File: config.mk
export PLATFORM = sky130hd
export DESIGN_NAME = src_pp_writer
export DESIGN_NICKNAME = d
export VERILOG_FILES = /design/src/rtl/src_pp_writer.sv
export SDC_FILE = /design/constraint.sdc
export NUM_CORES = 1
export LEC_CHECK = 0
export CORE_UTILIZATION = 41
export DETAILED_ROUTE_END_ITERATION = 10
export HOLD_SLACK_MARGIN = 0.12
export PLACE_DENSITY = 0.88
export REMOVE_ABC_BUFFERS = 1
export SETUP_SLACK_MARGIN = 0.4
export SKIP_LAST_GASP = 1
export SLEW_MARGIN = 0
export SYNTH_ARGS = -nofsm -noshare
export SYNTH_HDL_FRONTEND = slang
export SYNTH_SLANG_ARGS = --single-unit
File: constraint.sdc
create_clock -name clk -period 1.85 [get_ports clk]
set_clock_uncertainty 0.15 [all_clocks]
set_input_delay 0.555 -clock clk [delete_from_list [all_inputs] [get_ports clk]]
set_output_delay 0.555 -clock clk [all_outputs]
set_load 0.01 [all_outputs]
File: src/rtl/src_pp_writer.sv
// src_pp_writer: producer side of a ping-pong source buffer. It fills bank ~p from a valid/ready
// stream and hands the tile over with src_fin. Optional macro SRC_PP_LAST_EN adds src_last/tile_words.
module src_pp_writer #(
  parameter int DATA_W = 32,
  parameter int DEPTH  = 64,
  localparam int ADDR_W = $clog2(DEPTH)
) (
  input  logic              clk,
  input  logic              rst_n,
  input  logic              run,
  input  logic [ADDR_W:0]   len,
  input  logic              p,
  input  logic              s_fin_in,
  input  logic              src_valid,
  input  logic [DATA_W-1:0] src_data,
`ifdef SRC_PP_LAST_EN
  input  logic              src_last,
  output logic [ADDR_W:0]   tile_words,
`endif
  output logic              src_ready,
  output logic              wr_en,
  output logic              wr_bank,
  output logic [ADDR_W-1:0] wr_addr,
  output logic [DATA_W-1:0] wr_data,
  output logic              src_fin,
  output logic              busy
);

  typedef enum logic [1:0] {IDLE, FILL, FULL, SWAP} state_t;

  localparam logic [ADDR_W:0] DEPTH_L = (ADDR_W+1)'(DEPTH);

  state_t          state, state_nxt;
  logic            bank;
  logic [ADDR_W:0] count;
  logic [ADDR_W:0] tile_len;
  logic            accept;
  logic            tile_end;
  logic            handoff;
  logic            swap_go;

  // A zero or oversized length means a full bank.
  function automatic logic [ADDR_W:0] clamp_len(input logic [ADDR_W:0] l);
    return (l == '0 || l > DEPTH_L) ? DEPTH_L : l;
  endfunction

  assign accept  = src_valid & src_ready;
`ifdef SRC_PP_LAST_EN
  assign tile_end = accept & ((count == tile_len - 1'b1) | src_last);
`else
  assign tile_end = accept & (count == tile_len - 1'b1);
`endif
  assign handoff = (state == FULL) & ~busy;
  assign swap_go = (state == SWAP) & (p == bank);

  always_ff @(posedge clk or negedge rst_n) begin
    if (!rst_n) state <= IDLE;
    else        state <= state_nxt;
  end

  always_comb begin
    state_nxt = state;
    case (state)
      IDLE:    if (run)      state_nxt = FILL;
      FILL:    if (tile_end) state_nxt = FULL;
      FULL:    if (!busy)    state_nxt = SWAP;
      SWAP:    if (p == bank) state_nxt = FILL;
      default: state_nxt = IDLE;
    endcase
    if (!run) state_nxt = IDLE;
  end

  always_comb begin
    src_ready = (state == FILL);
  end

  always_ff @(posedge clk or negedge rst_n) begin
    if (!rst_n) begin
      bank     <= 1'b0;
      count    <= '0;
      tile_len <= DEPTH_L;
      wr_en    <= 1'b0;
      wr_bank  <= 1'b0;
      wr_addr  <= '0;
      wr_data  <= '0;
      src_fin  <= 1'b0;
      busy     <= 1'b0;
    end else if (!run) begin
      bank     <= 1'b0;
      count    <= '0;
      tile_len <= DEPTH_L;
      wr_en    <= 1'b0;
      wr_bank  <= 1'b0;
      wr_addr  <= '0;
      wr_data  <= '0;
      src_fin  <= 1'b0;
      busy     <= 1'b0;
    end else begin
      wr_en   <= accept;
      src_fin <= handoff;
      // handoff only fires with busy=0, so set and clear never collide.
      if (handoff)       busy <= 1'b1;
      else if (s_fin_in) busy <= 1'b0;
      if (accept) begin
        wr_bank <= bank;
        wr_addr <= count[ADDR_W-1:0];
        wr_data <= src_data;
        count   <= count + 1'b1;
      end
      if (state == IDLE || swap_go) begin
        bank     <= (state == IDLE) ? ~p : ~bank;
        count    <= '0;
        tile_len <= clamp_len(len);
      end
    end
  end

`ifdef SRC_PP_LAST_EN
  always_ff @(posedge clk or negedge rst_n) begin
    if (!rst_n)        tile_words <= '0;
    else if (!run)     tile_words <= '0;
    else if (tile_end) tile_words <= count + 1'b1;
  end
`endif

endmodule

== Word-level counts from Yosys, hierarchy flattened ==
Index checks and enable logic that the tools add are counted.

* Output and inout bits: 43
* Input port bits: 45
* Register bits: 59

* Equality and inequality tests: 12
* Reduce and logical (&&, ||, !) cells: 5
* Mux-type cells: 25
* Add/subtract/negate cells: 2
* Bitwise gates (word level): 7
* Order comparisons: 1

{| class="wikitable"
|+ Operators by type and width
! kind !! count
|-
| $mux W32 || 2
|-
| $mux W7 || 6
|-
| $mux W6 || 2
|-
| $mux W1 || 10
|-
| $mux W2 || 4
|-
| $pmux W2 S4 || 1
|-
| $add A7 B1 Y7 const B || 1
|-
| $eq A7 B7 Y1 || 1
|-
| $gt A7 B7 Y1 const B || 1
|-
| $logic_not A7 Y1 || 1
|-
| $sub A7 B1 Y7 const B || 1
|-
| $ne A3 B1 Y1 const B || 2
|-
| $ne A3 B2 Y1 const B || 2
|-
| $and A1 B1 Y1 || 4
|-
| $eq A2 B2 Y1 const B || 2
|-
| $ne A2 B1 Y1 const B || 2
|-
| $ne A3 B3 Y1 const B || 1
|-
| $not A1 Y1 || 3
|-
| $reduce_and A3 Y1 || 1
|-
| $eq A2 B1 Y1 const B || 1
|-
| $logic_not A2 Y1 || 1
|-
| $logic_or A1 B1 Y1 || 2
|-
| $eq A1 B1 Y1 || 1
|}

== Longest topological paths before layout ==
* Depth after elaboration: 6
* Depth in mapped cells: 9
* Gate-level depth less buffers: 8

== Worst setup path before layout ==
OpenSTA, ideal clock, no wires.

* Kind: flip-flop to flip-flop
* Start: reg state[1]
* End: reg state[0]
* Slack: -92 ps
* Cell stages (with the launch flop): 9
* Period minus slack after synthesis: 1942 ps
* Required time: 1581 ps
* Setup time: 119 ps
* Arrival: 1674 ps
* Cells stage by stage: dfrtp_1 > inv_1 > ha_1 > and2_1 > buf_2 > nand4_1 > a211oi_1 > a31oi_1 > o21a_1

* Longest elaborated chain between the ends: 5
* Elaborated cells on any way between the ends: 12

{| class="wikitable"
|+ RTL lines
! item !! RTL line !! source
|-
| start: declaration || 33 || <nowiki>state_t state, state_nxt;</nowiki>
|-
| start signal: assignment || 58 || <nowiki>else state <= state_nxt;</nowiki>
|-
| $eq A2 B1 Y1 * || 74 || <nowiki>src_ready = (state == FILL);</nowiki>
|-
| named net src_ready || 20 || <nowiki>output logic src_ready,</nowiki>
|-
| $and A1 B1 Y1 || 47 || <nowiki>assign accept = src_valid & src_ready;</nowiki>
|-
| $and A1 B1 Y1 || 51 || <nowiki>assign tile_end = accept & (count == tile_len - 1'b1);</nowiki>
|-
| $ne A3 B2 Y1 (no line) || -- ||
|-
| $reduce_and A3 Y1 (no line) || -- ||
|}

Mark *: on every way through the listed nets, which the timed path passes. The rest lies on a longest branch.
A chain may end at the register's enable or synchronous reset.

== Worst setup path in the final report ==
* Start: reg tile_len[1]
* End: reg state[1]

* Longest elaborated chain between the ends: 5

{| class="wikitable"
|+ RTL lines
! item !! RTL line !! source
|-
| start: declaration || 36 || <nowiki>logic [ADDR_W:0] tile_len;</nowiki>
|-
| start signal: assignment || 113 || <nowiki>tile_len <= clamp_len(len);</nowiki>
|-
| $sub A7 B1 Y7 || 51 ||
|-
| $eq A7 B7 Y1 || 51 ||
|-
| $and A1 B1 Y1 || 51 ||
|-
| $ne A3 B2 Y1 (no line) || -- ||
|-
| $reduce_and A3 Y1 (no line) || -- ||
|}

No other way between the ends.

==> results.json <==
{
  "status": "finished with violations",
  "violations": "setup timing",
  "dp_hpwl_mm": 4.418,
  "grt_max_degree": 34,
  "ir_drop_mv": 0.5882,
  "ys_seq_elements": 59,
  "synth_edf_count": 0,
  "post-route-period-util_pct": 106.9,
  "yosysWarnings": 0,
  "clkTransAtPathRegs_ps": 70,
  "post_drt_wl_per_cell_um": 19.18,
  "max_freq_ghz": 0.5055,
  "async_reset_ff_share_pct": 100.0,
  "power.net_switching_mw": 1.265,
  "layout-drive-gt1-share_pct": 45.83,
  "place_congestion": 0.7791,
  "ys_types": 47,
  "intPower_mw": 2.758,
  "initial_core_util_pct": 43.41,
  "drc_errors": 0,
  "ios": 88,
  "first_pass_iters": 4,
  "root_buffer": "clkbuf_8",
  "path_buf_inv": 2,
  "core_area_um2": 6061,
  "slew_headroom_pct": 78.44,
  "fill_cells": 381,
  "pwr-share-seq_pct": 38.2,
  "cts_tree": "done",
  "ant_nets": 0,
  "setup_violations": 3,
  "p_per_area_nw_per_um2": 897.9,
  "worstPathRequired_ps": 1940,
  "cp_max_fo": 6,
  "clkPwrFrac_pct": 26.5,
  "dp.cells": 398,
  "multi_input_area_um2": 1231,
  "synth.top_cells.by_area": "dfrtp_1 55%, a22o_1 14%, xor2_1 3.0%, ha_1 2.9%, xnor2_1 2.3%",
  "wl_mm": 8.803,
  "vias": 2487,
  "worst_pin_slew_ps": 323.4,
  "leakage_nw": 2.202,
  "clockBufferDepth": 2,
  "setup_ws_ps": -128.2,
  "antenna_found_initial": 0,
  "regToRegSetupSlack_ps": -130,
  "hold_violations": 0,
  "cts_buffers": 9,
  "power.total_mw": 4.023,
  "die_height_um": 82.11,
  "cts_max_level": 3,
  "portBuffers": 87,
  "cts_sinks": 59,
  "routed_via_density": 5.418,
  "synth_cells": 220,
  "rows": 28,
  "syn_area_um2": 2631,
  "worst_setup_path_end_kind": "register",
  "crit_family": "simple AND/OR/NAND/NOR gates",
  "cp.arrival_ps": 2070,
  "syn-mean-instance-area_um2": 11.96,
  "clock_latency_ps": 340,
  "post-route-cell-area_um2": 4481,
  "crit_type": "register to register",
  "drtIter0Drc": 105,
  "grt_pass1_vias": 2328,
  "synth_top_area_share_pct": 55.16,
  "power_frac_comb_pct": 35.3,
  "regArea_um2": 1479,
  "final_cells": 459,
  "finalSetupTns_ps": -233.5,
  "rsz0062_at_grt": "true",
  "synth_top_area_cell": "dfrtp_1",
  "overflow": 0,
  "final_nets": 430,
  "start_kind": "register",
  "die_w_um": 82.11,
  "finish.utilization_pct": 73.93,
  "yosysSeqAreaShare_pct": 56.16,
  "switching_share_pct": 31.43,
  "slew_viol_final": 0,
  "path_cells": "buf_6 > nor2_2 > and3b_1 > o21ai_1 > a22oi_2 > buf_4 > nand3_1 > o211ai_1",
  "ys.flop_type": "dfrtp_1",
  "slowest_stage": "dfrtp_1",
  "grt_pass1_wl_mm": 11.59,
  "hold-worst-slack_ps": 345.2,
  "placed_area_um2": 3782,
  "period_needed_ps": 1978,
  "die-area_um2": 6742,
  "grt_usage_pct": 23.52,
  "area_growth_pct": 70.28,
  "cap_violations": 0,
  "synth_commonest_cells": "58 x dfrtp_1, 42 x a22o_1, 16 x nor2_1, 11 x nand2_1, 9 x xor2_1",
  "critPathMaxStageDelay_ps": 400,
  "yosysMostFrequentCell": "dfrtp_1",
  "diodes": 0,
  "dp_worst_setup_slack_ps": -438.2,
  "hp-class": "register to register"
}
-- placed cells by master (no fill, tap or decap), types with 3 or more instances in the layout --
cell	netlist	routed
ha_4	0	4
a22o_1	42	42
nor2_4	0	3
buf_2	7	33
nand2_2	0	3
nor2_1	16	8
buf_12	0	4
buf_6	2	23
clkdlybuf4s50_1	0	36
xor2_1	9	7
nand2_1	11	7
nor2_2	0	5
clkbuf_16	0	3
nand3_1	5	5
inv_2	0	5
o21ai_1	1	4
a21oi_1	5	4
nor3_4	2	3
clkbuf_8	0	11
dlygate4sd2_1	0	6
buf_4	0	52
xnor2_1	7	5
dfrtp_1	58	57
-- path summary, 6_finish.rpt --
kind,startpoint,to,cells after the start
setup reg to reg,tile_len[1],state[1],8
hold / removal,wr_data[30],wr_data[30],1
setup / recovery,tile_len[1],state[1],8
max in group asynchronous,rst_n,state[0],3
hold reg to reg,wr_data[30],wr_data[30],1
min in group asynchronous,rst_n,wr_data[13],2
-- power by group through the flow --
stage               clock, mW  sequential, mW  combinational, mW
floorplan                   0            1.58              0.413
global placement            0            1.53              0.997
detailed placement          0            1.54               1.02
CTS                      1.07            1.52               1.15
global route             1.16            1.55               1.50
finish                   1.07            1.54               1.42
-- metal layers --
layer	vias up	global-route usage (%)	share of wire [%]
met5	-	0	0
met4	0	9.825	3.0
met3	25	6.923	6.7
met2	116	39.42	49
met1	1230	28.11	41
li1	1116	-	-
-- timing repair --
action                                  CTS  global route
gates cloned                              2             4
hold endpoints to repair                 16             0
pin swaps                                20            14
resized for setup                       217            39
buffers inserted                         22            16
hold buffers                              1             0
endpoints found under the setup margin   99           134
-- sequential cells by signal, indices dropped and copies added (netlist names) --
register  flops
wr_bank       1
src_fin       1
tile_len      7
state         2
bank          1
wr_data      32
busy          1
wr_addr       6
wr_en         1
count         7
-- kinds of logic after synthesis --
| logic type | share of synthesized area (%) |
|---|---|
| AO/OA/AOI/OAI | 19.83 |
| XOR/XNOR | 5.326 |
| adder cells (fa/ha/maj) | 2.853 |
| buffers and inverters | 4.089 |
| flip-flops | 56.16 |
| multiplexers | 0.3804 |
| AND/OR/NAND/NOR | 11.37 |
-- area by class of cell --
class,count,share of cell area [%]
Clock inverter,4,0.5585
Multi-Input combinational cell,139,27.48
Inverter,7,0.5864
Sequential cell,59,33.01
Timing Repair Buffer,163,32.81
Tap cell,75,2.094
Clock buffer,12,3.463
Power figures use the tool's default switching activity.
